<file path="src/rtl/pipectrl_pkg.sv">
// Shared definitions for the pipeline controller: FSM state encoding,
// ALU operand forward-select codes and default timing parameters.
package pipectrl_pkg;

  typedef enum logic [1:0] {
    ST_INIT    = 2'b00,
    ST_RUN     = 2'b01,
    ST_MEMWAIT = 2'b10,
    ST_ERROR   = 2'b11
  } state_t;

  localparam logic [1:0] FWD_REG   = 2'b00;
  localparam logic [1:0] FWD_EXMEM = 2'b10;
  localparam logic [1:0] FWD_MEMWB = 2'b01;

  localparam int INITCYC_DEF = 4;
  localparam int MAXWAIT_DEF = 15;

endpackage

</file>
<file path="src/rtl/pipectrl_fwdunit.sv">
// Forwarding select for one ALU operand.
// Ports:
//   rs          - source register of the operand held in ID/EX
//   exmemregwr  - EX/MEM writes the register file
//   exmemrd     - EX/MEM destination register
//   memwbregwr  - MEM/WB writes the register file
//   memwbrd     - MEM/WB destination register
//   sel         - 00 regfile, 10 EX/MEM, 01 MEM/WB
module fwdunit
  import pipectrl_pkg::*;
(
  input  logic [4:0] rs,
  input  logic       exmemregwr,
  input  logic [4:0] exmemrd,
  input  logic       memwbregwr,
  input  logic [4:0] memwbrd,
  output logic [1:0] sel
);

  // The younger result (EX/MEM) takes precedence; r0 is hardwired zero.
  always_comb begin
    sel = FWD_REG;
    if (exmemregwr && (exmemrd != 5'd0) && (exmemrd == rs))
      sel = FWD_EXMEM;
    else if (memwbregwr && (memwbrd != 5'd0) && (memwbrd == rs))
      sel = FWD_MEMWB;
  end

endmodule

</file>
<file path="src/rtl/pipectrl.sv">
// Pipeline hazard controller: post-reset flush sequencing, load-use stall,
// taken-branch flush, data-memory wait freeze with timeout, and operand
// forwarding selects.
// Ports:
//   clk, rst            - clock, synchronous active-high reset
//   ifidrs/ifidrt       - source fields in IF/ID
//   idexrs/idexrt       - source fields in ID/EX (idexrt is load destination)
//   idexmemread         - ID/EX holds a load
//   branchtaken         - branch/jump resolved taken in EX
//   exmemregwr/exmemrd  - EX/MEM register write and destination
//   memwbregwr/memwbrd  - MEM/WB register write and destination
//   dmreq/dmready       - data-memory request / completion
//   pcwe..memwbwe       - stage load enables
//   ifidflush/idexflush/memwbbubble - stage NOP/bubble inserts
//   forwarda/forwardb   - ALU operand forward selects
//   dmerr               - sticky data-memory timeout
//   state               - current FSM state
//
// state   | meaning
// INIT    | flushing unreset pipeline registers, PC held
// RUN     | normal operation, hazards handled combinationally
// MEMWAIT | data memory stalled, pipeline frozen, counting wait cycles
// ERROR   | data memory timed out, pipeline halted until reset
module pipectrl
  import pipectrl_pkg::*;
#(
  parameter int INITCYC = INITCYC_DEF,
  parameter int MAXWAIT = MAXWAIT_DEF
) (
  input  logic       clk,
  input  logic       rst,
  input  logic [4:0] ifidrs,
  input  logic [4:0] ifidrt,
  input  logic [4:0] idexrs,
  input  logic [4:0] idexrt,
  input  logic       idexmemread,
  input  logic       branchtaken,
  input  logic       exmemregwr,
  input  logic [4:0] exmemrd,
  input  logic       memwbregwr,
  input  logic [4:0] memwbrd,
  input  logic       dmreq,
  input  logic       dmready,
  output logic       pcwe,
  output logic       ifidwe,
  output logic       ifidflush,
  output logic       idexwe,
  output logic       idexflush,
  output logic       exmemwe,
  output logic       memwbwe,
  output logic       memwbbubble,
  output logic [1:0] forwarda,
  output logic [1:0] forwardb,
  output logic       dmerr,
  output logic [1:0] state
);

  localparam int INITW = $clog2(INITCYC + 1);
  localparam int WAITW = $clog2(MAXWAIT + 1);

  state_t             state_q, state_nxt, state_eff;
  logic [INITW-1:0]   initcnt_q, initcnt_nxt;
  logic [WAITW-1:0]   waitcnt_q, waitcnt_nxt;
  logic               dmerr_q, dmerr_nxt;
  logic               freeze, loaduse;

  assign freeze  = dmreq && !dmready;
  assign loaduse = idexmemread && (idexrt != 5'd0) &&
                   ((idexrt == ifidrs) || (idexrt == ifidrt));

  // Outputs track INIT while reset is asserted, regardless of stored state.
  assign state_eff = rst ? ST_INIT : state_q;

  always_ff @(posedge clk) begin
    if (rst) begin
      state_q   <= ST_INIT;
      initcnt_q <= '0;
      waitcnt_q <= '0;
      dmerr_q   <= 1'b0;
    end else begin
      state_q   <= state_nxt;
      initcnt_q <= initcnt_nxt;
      waitcnt_q <= waitcnt_nxt;
      dmerr_q   <= dmerr_nxt;
    end
  end

  always_comb begin
    state_nxt   = state_q;
    initcnt_nxt = initcnt_q;
    waitcnt_nxt = waitcnt_q;
    dmerr_nxt   = dmerr_q;
    case (state_q)
      ST_INIT: begin
        if (initcnt_q == INITW'(INITCYC - 1)) begin
          state_nxt   = ST_RUN;
          initcnt_nxt = '0;
        end else begin
          initcnt_nxt = initcnt_q + 1'b1;
        end
      end
      ST_RUN, ST_MEMWAIT: begin
        if (freeze) begin
          waitcnt_nxt = waitcnt_q + 1'b1;
          if (waitcnt_nxt == WAITW'(MAXWAIT)) begin
            state_nxt = ST_ERROR;
            dmerr_nxt = 1'b1;
          end else begin
            state_nxt = ST_MEMWAIT;
          end
        end else begin
          state_nxt   = ST_RUN;
          waitcnt_nxt = '0;
        end
      end
      ST_ERROR: state_nxt = ST_ERROR;
      default:  state_nxt = ST_INIT;
    endcase
  end

  always_comb begin
    pcwe        = 1'b1;
    ifidwe      = 1'b1;
    idexwe      = 1'b1;
    exmemwe     = 1'b1;
    memwbwe     = 1'b1;
    ifidflush   = 1'b0;
    idexflush   = 1'b0;
    memwbbubble = 1'b0;
    case (state_eff)
      ST_INIT: begin
        // exmemwe stays high so the idexflush bubble propagates into EX/MEM.
        pcwe        = 1'b0;
        ifidflush   = 1'b1;
        idexflush   = 1'b1;
        memwbbubble = 1'b1;
      end
      ST_RUN, ST_MEMWAIT: begin
        if (freeze) begin
          // MEM/WB keeps loading bubbles so no stale writeback repeats.
          pcwe        = 1'b0;
          ifidwe      = 1'b0;
          idexwe      = 1'b0;
          exmemwe     = 1'b0;
          memwbbubble = 1'b1;
        end else if (state_eff == ST_RUN && branchtaken) begin
          ifidflush = 1'b1;
          idexflush = 1'b1;
        end else if (state_eff == ST_RUN && loaduse) begin
          pcwe      = 1'b0;
          ifidwe    = 1'b0;
          idexflush = 1'b1;
        end
      end
      ST_ERROR: begin
        pcwe        = 1'b0;
        ifidwe      = 1'b0;
        idexwe      = 1'b0;
        exmemwe     = 1'b0;
        memwbbubble = 1'b1;
      end
      default: ;
    endcase
  end

  fwdunit u_fwda (
    .rs         (idexrs),
    .exmemregwr (exmemregwr),
    .exmemrd    (exmemrd),
    .memwbregwr (memwbregwr),
    .memwbrd    (memwbrd),
    .sel        (forwarda)
  );

  fwdunit u_fwdb (
    .rs         (idexrt),
    .exmemregwr (exmemregwr),
    .exmemrd    (exmemrd),
    .memwbregwr (memwbregwr),
    .memwbrd    (memwbrd),
    .sel        (forwardb)
  );

  assign dmerr = dmerr_q;
  assign state = state_q;

endmodule

</file>
<file path="config.mk">
export PLATFORM = sky130hd
export DESIGN_NAME = pipectrl
export DESIGN_NICKNAME = d
export VERILOG_FILES = /design/src/rtl/pipectrl_pkg.sv /design/src/rtl/pipectrl_fwdunit.sv /design/src/rtl/pipectrl.sv
export SDC_FILE = /design/constraint.sdc
export NUM_CORES = 1
export LEC_CHECK = 0
export CELL_PAD_IN_SITES_DETAIL_PLACEMENT = 1
export CELL_PAD_IN_SITES_GLOBAL_PLACEMENT = 1
export CORE_ASPECT_RATIO = 1.5
export CORE_MARGIN = 3
export CORE_UTILIZATION = 29
export CTS_BUF_LIST = sky130_fd_sc_hd__clkbuf_16
export CTS_CLUSTER_SIZE = 8
export DETAILED_ROUTE_END_ITERATION = 10
export GPL_TIMING_DRIVEN = 0
export MAX_ROUTING_LAYER = met4
export PLACE_DENSITY_LB_ADDON = 0.1
export SYNTH_ARGS = -nofsm -noshare
export SYNTH_HDL_FRONTEND = slang
export SYNTH_SLANG_ARGS = --single-unit
</file>
<file path="constraint.sdc">
create_clock -name clk -period 1.8 [get_ports clk]
set_input_delay 0.27 -clock clk [delete_from_list [all_inputs] [get_ports clk]]
set_output_delay 0.27 -clock clk [all_outputs]
set_load 0.01 [all_outputs]
</file>
* Word-level counts from Yosys, hierarchy flattened
Cells that the tools add are included.
Word-level totals: output and inout port bits 15, word-level logic and storage cells 70, flip-flop bits (word level) 10
Cells by class: $add $sub $neg 2, reductions and logical operators 22, multiplexer cells 27, equal/unequal tests 15
Operators with widths (count):
- == test 5 bit | 6
- nonzero test 5 bit | 3
- two-way mux 1 bit | 13
- case mux 1 bit (2 select lines) | 6
- logical AND 1 bit | 11
- two-way mux 2 bit | 5
- == test 2 bit, second input constant | 4
- case mux 2 bit (3 select lines) | 1
- OR reduction 2 bit | 3
- adder 4 x 1 -> 4 bit, second input constant | 1
- == test 2 x 1 -> 1 bit, second input constant | 2
- == test 4 bit, second input constant | 1
- logical NOT 2 bit | 2
- two-way mux 4 bit | 1
- adder 3 x 1 -> 3 bit, second input constant | 1
- == test 3 x 2 -> 1 bit, second input constant | 1
- two-way mux 3 bit | 1
- AND reduction 3 bit | 1
- != test 2 bit, second input constant | 1
- logical NOT 1 bit | 1
- logical OR 1 bit | 1

* Longest topological paths before layout
depth after elaboration 8, mapped depth 7, gate-level depth less buffers 7

* By module
Synthesis repeated with hierarchy kept, for this count alone.
Unflattened totals: cells, all modules 141, area, all modules 1117.3 um^2
By module, submodules not included:
- pipectrl | instances 1, cells each 101, area an instance 814.5 um^2
- fwdunit | instances 2, cells each 20, area an instance 151.4 um^2

* Worst setup path after synthesis
OpenSTA, ideal clock, no wires.
path type input port to output port, start point input rst, end point output ifidwe, slack -76 ps, required time 1530 ps, path buffers 1, data arrival time 1606 ps, stages on the path 6, cell sequence clkbuf_1 nor2_1 ha_1 nor2_1 a21oi_1 a21boi_1
Between the ends: longest elaborated chain between the ends 7, elaborated cells between the ends (all ways) 11
RTL lines:
- from (decl) | RTL line pipectrl.sv:31 | input logic rst,
- two-way mux 2 bit * | RTL line pipectrl.sv:72 | assign state_eff = rst ? ST_INIT : state_q;
- == test 2 x 1 -> 1 bit | RTL line pipectrl.sv:130, pipectrl.sv:146, pipectrl.sv:149
- logical AND 1 bit | RTL line pipectrl.sv:149 | end else if (state_eff == ST_RUN && loaduse) begin
- two-way mux 1 bit | RTL line pipectrl.sv:149
- two-way mux 1 bit | RTL line pipectrl.sv:146 | end else if (state_eff == ST_RUN && branchtaken) begin
- two-way mux 1 bit | RTL line pipectrl.sv:139 | if (freeze) begin
- case mux 1 bit (2 select lines) * | RTL line pipectrl.sv:130 | case (state_eff)
- to (decl) | RTL line pipectrl.sv:45 | output logic ifidwe,
Every way passes the cells marked *; elsewhere a longest branch is shown, timed or not.

* Worst setup path in the final report
start point register state_q[0] (netlist: state[0]), end point output idexflush
Between the ends: longest elaborated chain between the ends 7, elaborated cells between the ends (all ways) 11
RTL lines:
- from (decl) | RTL line pipectrl.sv:61 | state_t state_q, state_nxt, state_eff;
- from (signal assigned) | RTL line pipectrl.sv:81 | state_q <= state_nxt;
- two-way mux 2 bit * | RTL line pipectrl.sv:72
- == test 2 x 1 -> 1 bit | RTL line pipectrl.sv:130, pipectrl.sv:146, pipectrl.sv:149
- logical AND 1 bit | RTL line pipectrl.sv:149
- two-way mux 1 bit | RTL line pipectrl.sv:149
- two-way mux 1 bit | RTL line pipectrl.sv:146
- two-way mux 1 bit | RTL line pipectrl.sv:139
- case mux 1 bit (2 select lines) * | RTL line pipectrl.sv:130
- to (decl) | RTL line pipectrl.sv:48 | output logic idexflush,
Marked as above.

==> results by group <==
STA
  – Hold Vio Cnt, Final: 0
  – Fmax: roughly 0.53 GHz
  – Final Critical Period: about 1.9 ns
  – Layout Skew: approximately 0.0029 ns
  – Fin crit share: 104.0%
  – Setup WS post-layout: -0.07151 ns
  – Final setup violation count: 4
  – Final Slew Violations: 0
  – Unrepaired setup endpoints after global routing: yes

Clock network
  – Clock sink count: 10
  – CTS clock-pin slew for the worst setup and hold paths: around 0.04 ns
  – Num CTS Buffers: 3
  – H-Tree Depth: 1
  – CTS tree: yes
  – Root Driver: clkbuf_16
  – Clk_lat worst skew: roughly 0.24 ns
  – Clk buf depth: 2

Power and ir drop
  – Pint: 955.4 uW
  – Peak supply drop: approximately 0.6 mV
  – Clk pwr share: ~27%
  – Switching share of power: between 30% and 40%
  – Combinational Power Share: a little over half
  – Sequential power share: between 15 and 20%
  – Leak pwr: ~0.79 nW
  – Sw Pwr: 519.1 uW
  – Cell Pwr Density: between 700 and 800 nW/um^2

Synth
  – Post-synthesis xor/xnor area fraction: about a quarter
  – Adder-cell area share of the yosys netlist: roughly 11%
  – YS warnings: 0
  – Post-synth net total: roughly 190
  – Post-synth cell types: 38
  – Post-Syn Area: around 1100 sq um
  – Synth Area in Compound Gates: between 10% and 20%
  – #FFs+latches synth: 10
  – Largest family of logic cells by synthesized area: simple AND/OR/NAND/NOR gates
  – Mux share of post-synthesis cell area: around 2.7%
  – Cells after Synth: ~140
  – Simple-gate share of the synthesized area: between 20 and 25%
  – Syn Area/Cell: between 8 and 9 sq um
  – Sequential fraction of the synthesis area: 17.45%

Worst hold path
  – Hold WC Path Type: input pin to flop

Setup path
  – Crit path DAT: about 1.6 ns
  – WS Path Type: flop to primary output
  – Register-to-Register Path Depth: 5
  – Critical Path Sink: idexflush
  – CP Launch Point: state[0]
  – RR Endpoint: dmerr
  – Crit-path max FO: 3
  – R2R Setup Slk: ~0.13 ns
  – Startpoint types: flop
  – Reg-to-Reg Start: state[1]
  – CP Data Required Time: approximately 1.5 ns
  – Setup crit end kind: primary output

Floorplan
  – Ports: 53
  – Std-Cell Rows: 27
  – Horiz. Die Dim: around 57 microns
  – Total core area: ~3700 sq um
  – Die H: between 80 and 90 microns
  – Area of the die: approximately 4800 sq um
  – Initial core utilization: between 30 and 40%

Run status
  – Outcome: complete, but fails checks
  – Failing checks: negative setup slack

Drt
  – Vias per cell: 5.089
  – Starting DRT DRC Count: 21
  – Routed Antenna Nets: 0
  – DRT Wirelength: slightly above 4000 microns
  – Via count: 1,257
  – Post-DR wirelength/cell: ~16 microns
  – DRT Pass-1 Iters: 4
  – DR DRC count: 0

Finish
  – Fin area: approximately 2000 sq um
  – Fin nets: about 250
  – Diodes inserted: 0
  – Post-layout util: 52.59%
  – Commonest cells after routing, fill and taps aside: clkdlybuf4s50_1 (19), buf_4 (17), xnor2_1 (16)
  – Synth-to-Final Area Change: 71.86%
  – Commonest non-fill, non-tap cell in the layout: clkdlybuf4s50_1
  – Share of cells above drive strength 1: between 30% and 40%

GRT
  – Grt total ovfl: 0
  – Overall Global Routing Usage: 18.20%
  – First-pass GRT wire length: about 6900 microns
  – Pin count of the biggest net entering global routing: 10
  – Initial antenna violation count: 0
  – Number of global-route vias before repair: between 1,000 and 1,500

Placed design
  – Final GP Congestion: approximately 0.85
  – Placed cell areas: 1668 sq um
  – HPWL after DPL: 3086 microns
  – Buffers on Ports: 46

Run
  – Max-cap violations: 0
## power by group through the flow
stage	Clock [mW]	Combinational, mW	Sequential (mW)
floorplan	0	0.363	0.289
global placement	0	0.592	0.288
detailed placement	0	0.614	0.294
CTS	0.403	0.751	0.293
global route	0.411	0.867	0.298
finish	0.397	0.784	0.294
## metal layers
| layer | global-route usage [%] | routed length (microns) | up-vias |
|---|---|---|---|
| li1 | - | - | 613 |
| met1 | 17.76 | 1420 | 605 |
| met2 | 35.91 | 2408 | 34 |
| met3 | 3.266 | 189 | 5 |
| met4 | 3.165 | 31 | 0 |
| met5 | - | 0 | - |
## critical path: stages (launching register included)
cell	delay [ns]
dfxtp_4	0.34
inv_4	0.06
nor2_4	0.05
buf_6	0.10
buf_6	0.11
ha_1	0.23
nor3_2	0.20
o2bb2ai_1	0.12
buf_2	0.14
## timing repair
action / CTS / global route
setup endpoints to repair: 13 / 13
endpoints found under the hold margin: 0 / 0
hold buffers: 0 / 0
pin swaps: 16 / 9
resized for setup: 142 / 17
buffers inserted: 11 / 2
## sequential cells by signal, indices dropped and copies added (netlist names)
| name | count |
|---|---|
| state | 2 |
| waitcnt_q | 4 |
| dmerr | 1 |
| initcnt_q | 3 |
## how the worst min path moves through the flow
stage	from	end	slack (ns)	depth (start not counted)
2_1_floorplan	rst	initcnt_q[2]	0.35	1
3_3_place_gp	initcnt_q[2]	initcnt_q[2]	0.41	2
3_5_place_dp	initcnt_q[2]	initcnt_q[2]	0.42	2
4_1_cts	rst	initcnt_q[2]	0.23	2
5_1_grt	rst	initcnt_q[2]	0.24	2
6_report	rst	initcnt_q[2]	0.23	2
## cells by family (layout without fill, tap and decap cells)
kind of cell,count (synthesis),in the layout
simple gates,47,47
xor+xnor,31,31
compound gates,24,24
buf+inv,17,78
fa+ha+maj,10,10
flops,10,10
mux,3,3
other cells,1,1
## stage by stage
stage	std cells	setup slack, ns	total power, mW	setup TNS (ns)	hold slack (ns)
floorplan	143	0.01146	0.6516	0	0.3471
global placement	232	-1.212	0.8794	-10.33	0.4133
detailed placement	232	-1.273	0.9075	-10.90	0.4233
CTS	245	-0.06374	1.447	-0.1411	0.2319
global route	247	-0.1317	1.576	-0.4742	0.2449
finish	247	-0.07151	1.474	-0.1931	0.2262
## cells in the mapped netlist (all sizes together)
library cell / count / area share, %
a211oi: 3 / 2.0
a21boi: 1 / 0.65
a21oi: 6 / 2.6
a22oi: 3 / 2.0
a311oi: 1 / 0.76
a31oi: 1 / 0.55
a41oi: 1 / 0.76
and2: 1 / 0.55
and3: 1 / 0.55
and4b: 1 / 0.87
buf: 4 / 2.2
clkbuf: 5 / 1.6
conb: 1 / 0.33
dfxtp: 10 / 17
ha: 10 / 11
inv: 8 / 2.6
mux2: 1 / 0.98
mux2i: 2 / 1.7
nand2: 5 / 1.6
nand2b: 4 / 2.2
nand3: 7 / 3.1
nand3b: 1 / 0.65
nor2: 13 / 4.3
nor2b: 2 / 1.1
nor3: 1 / 0.44
nor4: 4 / 4.4
o211ai: 2 / 1.7
o21ai: 4 / 2.1
o22ai: 1 / 0.55
o2bb2ai: 1 / 0.76
or3: 1 / 0.55
or4: 6 / 3.9
xnor2: 16 / 12
xor2: 15 / 11
## final cells by class
cell class	count	area, sq um
flip-flops and latches	10	207.7
clock buffers	3	75.07
inverters	8	32.53
repair buffers	59	489.2
well taps	43	53.80
plain buffers	8	88.84
multi-input cells	116	1025
fillers	438	1778
Note: power is estimated with default switching activity, not from simulation.
